**src/rtl/axis_frame_source.sv**
```systemverilog
// AXI4-Stream video test-pattern source: HSIZE x VSIZE frames with tuser/tlast
// framing and configurable horizontal/vertical blanking gaps.
module axis_frame_source #(
    parameter int unsigned DATA_WIDTH = 10,
    parameter int unsigned HSIZE      = 6,
    parameter int unsigned VSIZE      = 6,
    parameter int unsigned HBLANK     = 2,
    parameter int unsigned VBLANK     = 4
) (
    input  logic        clk_in,
    input  logic        rst_in,
    input  logic        start_in,
    input  logic        cont_in,
    input  logic [1:0]  pattern_sel_in,
    input  logic        m_axis_tready,
    output logic        m_axis_tvalid,
    output logic [15:0] m_axis_tdata,
    output logic        m_axis_tuser,
    output logic        m_axis_tlast,
    output logic        frame_done_out,
    output logic        busy_out,
    output logic [15:0] frame_cnt_out
);

    localparam int unsigned XW      = (HSIZE > 1) ? $clog2(HSIZE) : 1;
    localparam int unsigned YW      = (VSIZE > 1) ? $clog2(VSIZE) : 1;
    localparam int unsigned BMAX    = (HBLANK > VBLANK) ? HBLANK : VBLANK;
    localparam int unsigned CW      = (BMAX > 1) ? $clog2(BMAX) : 1;
    localparam int unsigned HB_LOAD = (HBLANK > 0) ? HBLANK - 1 : 0;
    localparam int unsigned VB_LOAD = (VBLANK > 0) ? VBLANK - 1 : 0;
    localparam logic [15:0] DATA_MASK = 16'((32'd1 << DATA_WIDTH) - 32'd1);

    typedef enum logic [1:0] {
        S_IDLE   = 2'd0,
        S_ACTIVE = 2'd1,
        S_HBLANK = 2'd2,
        S_VBLANK = 2'd3
    } state_e;

    state_e        state_q, state_d;
    logic [XW-1:0] x_q, x_d;
    logic [YW-1:0] y_q, y_d;
    logic [15:0]   lin_q, lin_d;
    logic [CW-1:0] cnt_q, cnt_d;
    logic [1:0]    pat_q, pat_d;
    logic [15:0]   fcnt_q, fcnt_d;
    logic          done_q, done_d;
    logic          valid_q, valid_d;
    logic [15:0]   data_q, data_d;
    logic          user_q, user_d;
    logic          last_q, last_d;
    logic          busy_q, busy_d;
    logic [15:0]   pix;

    // Next-state logic; a stalled beat (ACTIVE, !tready) leaves every register unchanged.
    always_comb begin
        state_d = state_q;
        x_d     = x_q;
        y_d     = y_q;
        lin_d   = lin_q;
        cnt_d   = cnt_q;
        pat_d   = pat_q;
        fcnt_d  = fcnt_q;
        done_d  = 1'b0;

        case (state_q)
            S_IDLE: begin
                if (start_in) begin
                    pat_d   = pattern_sel_in;
                    x_d     = '0;
                    y_d     = '0;
                    lin_d   = '0;
                    state_d = S_ACTIVE;
                end
            end
            S_ACTIVE: begin
                if (m_axis_tready) begin
                    lin_d = lin_q + 16'd1;
                    if (x_q != XW'(HSIZE - 1)) begin
                        x_d = x_q + XW'(1);
                    end else if (y_q != YW'(VSIZE - 1)) begin
                        x_d = '0;
                        y_d = y_q + YW'(1);
                        if (HBLANK != 0) begin
                            state_d = S_HBLANK;
                            cnt_d   = CW'(HB_LOAD);
                        end
                    end else begin
                        done_d  = 1'b1;
                        fcnt_d  = fcnt_q + 16'd1;
                        state_d = S_VBLANK;
                        cnt_d   = CW'(VB_LOAD);
                    end
                end
            end
            S_HBLANK: begin
                if (cnt_q == '0) begin
                    state_d = S_ACTIVE;
                end else begin
                    cnt_d = cnt_q - CW'(1);
                end
            end
            S_VBLANK: begin
                if (cnt_q == '0) begin
                    if (cont_in) begin
                        pat_d   = pattern_sel_in;
                        x_d     = '0;
                        y_d     = '0;
                        lin_d   = '0;
                        state_d = S_ACTIVE;
                    end else begin
                        state_d = S_IDLE;
                    end
                end else begin
                    cnt_d = cnt_q - CW'(1);
                end
            end
            default: state_d = S_IDLE;
        endcase
    end

    // Outputs are computed from next-state values and registered, so tready never reaches them combinationally.
    always_comb begin
        pix = '0;
        case (pat_d)
            2'd0:    pix = lin_d;
            2'd1:    pix = 16'(x_d);
            2'd2:    pix = 16'(y_d);
            default: pix = 16'(x_d) ^ 16'(y_d);
        endcase
        valid_d = (state_d == S_ACTIVE);
        data_d  = valid_d ? (pix & DATA_MASK) : 16'd0;
        user_d  = valid_d && (x_d == '0) && (y_d == '0);
        last_d  = valid_d && (x_d == XW'(HSIZE - 1));
        busy_d  = (state_d != S_IDLE);
    end

    always_ff @(posedge clk_in) begin
        if (rst_in) begin
            state_q <= S_IDLE;
            x_q     <= '0;
            y_q     <= '0;
            lin_q   <= '0;
            cnt_q   <= '0;
            pat_q   <= '0;
            fcnt_q  <= '0;
            done_q  <= 1'b0;
            valid_q <= 1'b0;
            data_q  <= '0;
            user_q  <= 1'b0;
            last_q  <= 1'b0;
            busy_q  <= 1'b0;
        end else begin
            state_q <= state_d;
            x_q     <= x_d;
            y_q     <= y_d;
            lin_q   <= lin_d;
            cnt_q   <= cnt_d;
            pat_q   <= pat_d;
            fcnt_q  <= fcnt_d;
            done_q  <= done_d;
            valid_q <= valid_d;
            data_q  <= data_d;
            user_q  <= user_d;
            last_q  <= last_d;
            busy_q  <= busy_d;
        end
    end

    assign m_axis_tvalid  = valid_q;
    assign m_axis_tdata   = data_q;
    assign m_axis_tuser   = user_q;
    assign m_axis_tlast   = last_q;
    assign frame_done_out = done_q;
    assign busy_out       = busy_q;
    assign frame_cnt_out  = fcnt_q;

endmodule

```
**config.mk**
```make
export PLATFORM = sky130hd
export DESIGN_NAME = axis_frame_source
export DESIGN_NICKNAME = d
export VERILOG_FILES = /design/src/rtl/axis_frame_source.sv
export SDC_FILE = /design/constraint.sdc
export NUM_CORES = 1
export LEC_CHECK = 0
export CAP_MARGIN = 20
export CORE_MARGIN = 2
export CORE_UTILIZATION = 45
export DETAILED_ROUTE_END_ITERATION = 10
export PLACE_DENSITY = 0.71
export SLEW_MARGIN = 20
export SYNTH_ARGS = -nofsm -noshare
export SYNTH_HDL_FRONTEND = slang
export SYNTH_SLANG_ARGS = --single-unit
export TNS_END_PERCENT = 1
```
**constraint.sdc**
```tcl
create_clock -name clk_in -period 2.1 [get_ports clk_in]
set_input_delay 0.315 -clock clk_in [delete_from_list [all_inputs] [get_ports clk_in]]
set_output_delay 0.315 -clock clk_in [all_outputs]
set_load 0.01 [all_outputs]
```
== Word level (Yosys, flattened, before mapping) ==
Index checks and enable logic that the tools add are counted.

* Bits in registers: 65
* Bits of input ports: 7
* Output and inout port bits: 37
* Word-level logic and storage cells: 90

* Add/subtract/negate cells: 5
* Equal/unequal tests: 12
* Mux-type cells: 38
* Bitwise logic cells: 6
* Reduce and logical (&&, ||, !) cells: 15

{| class="wikitable"
|+ Operators by type and width
! kind !! number
|-
| 2-to-1 mux 16 bit || 4
|-
| one-hot mux 16 bit (3 select lines) || 1
|-
| 2-to-1 mux 3 bit || 12
|-
| adder 16 x 1 -> 16 bit, second input constant || 2
|-
| one-hot mux 10 bit (3 select lines) || 1
|-
| 2-to-1 mux 2 bit || 12
|-
| one-hot mux 3 bit (3 select lines) || 2
|-
| one-hot mux 2 bit (2 select lines) || 2
|-
| one-hot mux 2 bit (4 select lines) || 1
|-
| AND reduction 4 bit || 2
|-
| adder 3 x 1 -> 3 bit, second input constant || 2
|-
| == test 2 x 1 -> 1 bit, second input constant || 3
|-
| == test 2 bit, second input constant || 3
|-
| logical NOT 2 bit || 3
|-
| logical NOT 3 bit || 2
|-
| inequality test 2 bit, second input constant || 3
|-
| inequality test 3 bit, second input constant || 2
|-
| NOT 1 bit || 5
|-
| nonzero test 2 bit || 2
|-
| OR reduction 2 bit || 2
|-
| OR reduction 4 bit || 1
|-
| == test 3 bit, second input constant || 1
|-
| logical AND 1 bit || 3
|-
| 2-to-1 mux 1 bit || 3
|-
| 2 further kinds || 2
|}

== Longest topological paths before layout ==
Gate-level depths: netlist of the first run.

* Depth in word-level cells: 8
* Depth in mapped cells: 9
* Mapped depth without buffers: 7

== Least setup slack after synthesis of the first run ==
No wires, ideal clock.

* Path kind: flip-flop to flip-flop
* Start point: reg state_q[0]
* End point: reg data_q[1], in the netlist m_axis_tdata[1]
* Library setup time: 0.123 ns
* Data arrival time: 1.995 ns
* Required time: 1.977 ns
* Setup slack: -0.017 ns
* Stages on the path, launching flop included: 10
* Path buffers: 2
* Period minus slack after synthesis: 2.117 ns
* Cells stage by stage: dfxtp_1 -> inv_1 -> ha_1 -> buf_6 -> and3b_1 -> buf_6 -> or4b_4 -> a32oi_2 -> xnor2_1 -> a21oi_1

* Cells in the longest elaborated chain, start to end: 6
* Elaborated cells between the ends (all ways): 22
* Classes of those cells: eq/ne (6); mux (11); bitwise (2); reduce/logical (3)

{| class="wikitable"
|+ RTL lines
! what !! line !! source
|-
| start: declaration || 40 || <nowiki>state_e state_q, state_d;</nowiki>
|-
| start signal: assignment || 154 || <nowiki>state_q <= state_d;</nowiki>
|-
| 2-to-1 mux 2 bit || 79 || <nowiki>if (x_q != XW'(HSIZE - 1)) begin</nowiki>
|-
| 2-to-1 mux 2 bit || 77 || <nowiki>if (m_axis_tready) begin</nowiki>
|-
| one-hot mux 2 bit (4 select lines) || 66 || <nowiki>case (state_q)</nowiki>
|-
| == test 2 x 1 -> 1 bit || 131 || <nowiki>valid_d = (state_d == S_ACTIVE);</nowiki>
|-
| NOT 1 bit (no source line) || n/a ||
|-
| OR reduction 2 bit (no source line) || n/a ||
|-
| end signal: assignment || 163 || <nowiki>data_q <= data_d;</nowiki>
|-
| end: declaration || 49 || <nowiki>logic [15:0] data_q, data_d;</nowiki>
|}

Several ways; a longest one is shown, not always the timed one.
A chain may end at the register's enable or synchronous reset.

== Worst setup path after layout of the first run ==
Ends and elaborated chain as after synthesis.

==> results of run 1 <==
-- cell type report --
type,count,area (sq um)
clock inverter,1,7.507
sequential,53,1062
timing repair buffer,87,762.0
clock buffer,7,76.32
fill,553,2486
tap,77,96.34
inverter,19,71.32
multi-input combinational,244,1715
-- worst paths after layout --
kind                              start                         end  cells past startpoint
setup / recovery  state_q[0]$_SDFF_PP0_  m_axis_tdata[1]$_SDFF_PP0_                      8
hold / removal      pat_q[1]$_SDFF_PP0_         pat_q[1]$_SDFF_PP0_                      2
setup reg to reg  state_q[0]$_SDFF_PP0_  m_axis_tdata[1]$_SDFF_PP0_                      8
hold reg to reg     pat_q[1]$_SDFF_PP0_         pat_q[1]$_SDFF_PP0_                      2
-- per-stage QoR --
stage	instance area (sq um)	hold slack [ps]	TNS, ps
finish	3791	532.7	0
global route	3791	562.0	-250.4
floorplan	2904	470.1	0
global placement	3583	503.4	-1709
detailed placement	3583	512.3	-2496
CTS	3685	528.4	-123.8
-- cells in the final DEF, fill, tap and decap left out, types with 5 or more instances in the layout --
| cell | count |
|---|---|
| dfxtp_1 | 52 |
| buf_4 | 48 |
| nor2_1 | 38 |
| clkdlybuf4s50_1 | 37 |
| nand2_1 | 22 |
| inv_1 | 18 |
| nor2b_1 | 15 |
| a21oi_1 | 13 |
| nand3_1 | 12 |
| o21ai_0 | 11 |
| xnor2_1 | 9 |
| ha_1 | 9 |
| nor3_1 | 7 |
| a31oi_1 | 7 |
| o211ai_1 | 7 |
| nor4_1 | 6 |
| mux2i_1 | 6 |
| conb_1 | 6 |
| and2_1 | 5 |
| clkbuf_8 | 5 |
-- what timing repair did --
| action | in CTS | in global routing |
|---|---|---|
| buffers inserted | 0 | 2 |
| resized for setup | 5 | 18 |
| setup endpoints to repair | 13 | 23 |
| endpoints found under the hold margin | 0 | 0 |
| pin swaps | 1 | 8 |
| hold buffers | 0 | 0 |
-- cell families (layout without fill, tap and decap cells) --
| family | Yosys count | in the layout | synth area share |
|---|---|---|---|
| fa+ha+maj | 12 | 12 | 0.05206 |
| compound gates | 69 | 69 | 0.1761 |
| other cells | 1 | 6 | 0.001300 |
| xor+xnor | 11 | 11 | 0.03341 |
| buf+inv | 39 | 114 | 0.08026 |
| simple gates | 138 | 138 | 0.2603 |
| mux | 8 | 8 | 0.02863 |
| flops | 53 | 53 | 0.3679 |
-- where the power goes --
group | internal, mW | switching [mW] | total [mW]
sequential | 1.02 | 0.0102 | 1.03
clock | 0.237 | 0.340 | 0.577
combinational | 0.144 | 0.167 | 0.311
total | 1.40 | 0.517 | 1.92
-- flip-flops by register name, summed over array words and instances (netlist names) --
signal,flops
busy_out,1
cnt_q,2
frame_cnt_out,16
frame_done_out,1
lin_q,10
m_axis_tdata,10
m_axis_tlast,1
m_axis_tuser,1
m_axis_tvalid,1
pat_q,2
state_q,2
x_q,3
y_q,3
-- routing by layer --
metal,routed length [microns],track usage
met5,0,0
met4,159,0.08358
met3,255,0.02967
met2,3238,0.3196
met1,3224,0.2474
-- critical path, cell delays in order, from the launching register on --
cell	delay, ps
dfxtp_2	350
inv_2	60
ha_2	200
buf_4	160
and3b_2	250
or4b_4	490
a32oi_2	250
xnor2_1	150
a21oi_1	80
==> flow_summary.ini, run 1 <==
[outcome]
status = complete, no violations

[sta]
worst_clock_skew_ps = 9.784
rsz0062_at_grt = yes
min_period_ps = 2083
fmax_ghz = 0.4800
setup_viol_count_final = 0
period_share = 0.9921
hold_violations = 0
setup_slack_ps = 16.52
drv_slew = 0

[synth]
ys_types = 57
syn_area_per_cell_sq_um = 8.713
ys_ff_latch = 53
yosys_most_used_dff = dfxtp_1
synth_top_area_share = 0.3679
synth_area_leaders = dfxtp_1 37%, ha_1 5.2%, nor2_1 4.9%
synth_edf_count = 0
synth.largest_area_cell = dfxtp_1
async_flop_share = 0
synth_cells = 331
yosys_warnings = 0
synth.most_common_cell = dfxtp_1
synth.cell_area_sq_um = 2884
synth.yosys.seq_area_share = 0.3679
synthTopCellsByCount = 53 x dfxtp_1, 38 x nor2_1, 23 x nand2_1, 19 x inv_1, 16 x nor2b_1

[cells_and_area]
layout-drive-gt1-share = 0.2165
fin_util = 0.6039
area_growth_pct = 31.45
fin_cells = 488
insertedDiodeCount = 0
nets = 429

[grt]
grtUsageTotal = 0.1929
grt_pass1_wl_microns = 11130
antenna_found_initial = 0
overflow = 0
grt_max_degree = 42
grt_pass1_vias = 2412

[routing]
avgRoutedWirePerCell_microns = 14.09
ant_nets = 0
dr.pass1.iters = 4
vias_per_cell = 5.336
drt_wl_total_microns = 6877
drt_iter0_drc = 139
via_count = 2604
drc = 0

[pwr]
power.total_mw = 1.920
p_leak_nw = 1.483
peakVddDrop_uv = 292.1
p_per_area_nw_per_um2 = 506.5

[clock_tree]
cts_made_buffers = 5
root_buffer = clkbuf_8
clkSinkCount = 53
clk_latency_ps = 310
clkTransAtPathRegs_ps = 90
cts_max_level = 2
cts_tree = yes
cts_buffer_depth = 2

[critical_path]
startpoint_type = register
r2r_slack_ps = 20
worstPathMaxFanout = 5
path_class = register to register
cp-end-kind = register
cp.arrival_ps = 2290
required_ps = 2310

[placed_design]
hpwl_microns = 5053
portBuffers = 37
place.gp.congestion = 0.8725
dp_slack_ps = -221.8
dp_cells = 478

[floorplan]
die_y_microns = 84.06
die_w_microns = 84.06
io_pins = 44
rows = 29
dieArea_sq_um = 7065
initial_core_util = 0.4594
core_sq_um = 6277

[job]
maxCapViolCount = 0

[min_path]
hold_path.class = register to register
Note: power is estimated with default switching activity, not from simulation.
==> inputs of run 2 (changes only) <==
clock period = 1.7 ns   (was 2.1 ns; I/O delays follow)
==> run 2 against run 1 <==
- routed wire length grew 6.1%
- clock skew grew 2.1 ps
- hold slack gained 8.4 ps
- combinational power is 51% higher
- register-to-register slack worse by 330 ps
- largest power group unchanged
- cell area grew 11%
- the flow now finishes with violations (negative setup slack)
==> flow_summary.ini, run 2 (synthesis gave the netlist of run 1 again) <==
[sta]
whs_ps = 541.0
setup_viol_count_final = 32
drv_slew = 0
hold_violations = 0
worst_clock_skew_ps = 11.85
period_share = 1.192
min_period_ps = 2027
setup_slack_ps = -326.6
fmax_ghz = 0.4934
rsz0062_at_grt = yes
worst_pin_slew_ps = 502.7
timing.slew.headroom = 0.6641

[critical_path]
worst-path-buf-inv = 2
cp.arrival_ps = 2260
cpMaxStageDelayCell = clkdlybuf4s50_1
crit_path_cell_trace = clkdlybuf4s50_1 -> nand3_2 -> buf_4 -> o211ai_1 -> nand3_2 -> a211o_1 -> a31oi_1
r2r_slack_ps = -310
cpPeakStageDelay_ps = 640
path_delay_family = buffers and inverters
cp_common_cell = nand3_2
rr_endpoint = m_axis_tdata[1]$_SDFF_PP0_
crit_start = m_axis_tready
path_class = input port to register
cp-endpoint = m_axis_tdata[0]$_SDFF_PP0_
crit-reg2reg-launch = state_q[0]$_SDFF_PP0_
startpoint_type = input port
crit_cells = 7
cp-end-kind = register
worstPathMaxFanout = 7
required_ps = 1930
rr_worst_depth = 8

[cells_and_area]
fin_cells = 520
layout-drive-gt1-share = 0.3318
fill_cells = 507
insertedDiodeCount = 0
fin_area_sq_um = 4213
final_common_cell = buf_4
fin_util = 0.6711
nets = 461
area_growth_pct = 46.07
largest_register_ffs = 16
layout_common_cells = 78 x buf_4, 49 x dfxtp_1, 37 x nor2_1, 37 x clkdlybuf4s50_1, 22 x nand2_1

[floorplan]
rows = 29
dieArea_sq_um = 7065
die_w_microns = 84.06
io_pins = 44
core_sq_um = 6277
die_y_microns = 84.06
initial_core_util = 0.4594

[routing]
ant_nets = 0
drc = 0
vias_per_cell = 5.304
avgRoutedWirePerCell_microns = 14.04
drt_wl_total_microns = 7299
drt_iter0_drc = 96
via_count = 2758
dr.pass1.iters = 4

[grt]
grt.busiest_layer = met2
grtUsageTotal = 0.2105
met3_usage = 0.03264
overflow = 0
grt_max_degree = 19
antenna_found_initial = 0
grt_pass1_vias = 2683
met2_usage = 0.3593
met1_usage = 0.2705
grt_pass1_wl_microns = 12320

[outcome]
status = complete, but fails checks
violations = negative setup slack

[placed_design]
dp_cells = 510
placedInstanceArea_sq_um = 3842
portBuffers = 37
hpwl_microns = 5291
place.gp.congestion = 0.9018
dp_slack_ps = -546.1

[clock_tree]
root_buffer = clkbuf_8
clkSinkCount = 53
holdBufCountCts = 0
clk_latency_ps = 310
cts_made_buffers = 5
cts_max_level = 2
cts_buffer_depth = 2
clkTransAtPathRegs_ps = 100
cts_tree = yes

[job]
maxCapViolCount = 0

[pwr]
p_per_area_nw_per_um2 = 589.7
p_leak_nw = 1.713
peakVddDrop_uv = 431.1

[min_path]
hold_path.class = register to register
==> run 2: cell count changes in the layout (fill, tap and decap cells not counted), moves of 3 or more <==
| cell | change |
|---|---|
| nor3_2 | +4 |
| nor4_1 | -4 |
| nor3_1 | -4 |
| dfxtp_1 | -3 |
| buf_4 | +30 |
| ha_4 | +4 |
| nor4_4 | +3 |
==> run 2: repair_timing <==
| action | CTS | global route |
|---|---|---|
| buffers inserted | 2 | 0 |
| pin swaps | 9 | 7 |
| endpoints found under the setup margin | 45 | 43 |
| gates resized for setup | 40 | 15 |
==> run 2: layer usage <==
metal,part of all wire,wire (microns),vias to the layer above
met1,0.47,3401,1294
met3,0.034,249,10
met4,0.016,117,0
li1,-,-,1383
met2,0.48,3530,71
met5,0,0,-
==> run 2: area by class of cell <==
class | count | area (sq um) | area share
multi-input cells | 244 | 1871 | 0.4440
flip-flops and latches | 53 | 1069 | 0.2536
repair buffers | 119 | 1010 | 0.2397
well taps | 77 | 96.34 | 0.02287
inverters | 19 | 73.82 | 0.01752
clock buffers | 5 | 68.82 | 0.01634
clock inverters | 3 | 25.02 | 0.005940
==> run 2: worst reg2reg max path, delay by kind of cell, from the launching register on <==
kind	cells	cell delay, ps
buffers and inverters	2	150
AND/OR/NAND/NOR	2	770
XOR/XNOR	1	150
flip-flops	1	380
adder cells (fa/ha/maj)	1	180
AO/OA/AOI/OAI	2	280
==> run 2: power by group <==
| group | switching, mW | internal, mW | total [mW] | leakage, nW |
|---|---|---|---|---|
| sequential | 0.0130 | 1.26 | 1.28 | 0.430 |
| combinational | 0.233 | 0.236 | 0.469 | 1.24 |
| clock | 0.441 | 0.298 | 0.739 | 0.0447 |
| total | 0.687 | 1.80 | 2.48 | 1.71 |
==> run 2: metrics by stage <==
stage                     total power [mW]  TNS (ps)
final                                2.484     -3851
after global routing                 2.597     -7174
after CTS                            2.483     -3074
after detailed placement             1.704    -14370
after global placement               1.698    -12530
after floorplan                      1.513     -2650
==> run 2: how the worst min path moves through the flow <==
stage                                      from                    end  cells after the start
after floorplan                          rst_in  state_q[0]$_SDFF_PP0_                      3
after global placement    cnt_q[0]$_SDFFE_PP0P_  cnt_q[0]$_SDFFE_PP0P_                      2
after detailed placement  cnt_q[0]$_SDFFE_PP0P_  cnt_q[0]$_SDFFE_PP0P_                      2
after CTS                   pat_q[1]$_SDFF_PP0_    pat_q[1]$_SDFF_PP0_                      2
after global routing        pat_q[1]$_SDFF_PP0_    pat_q[1]$_SDFF_PP0_                      2
final                       pat_q[1]$_SDFF_PP0_    pat_q[1]$_SDFF_PP0_                      2
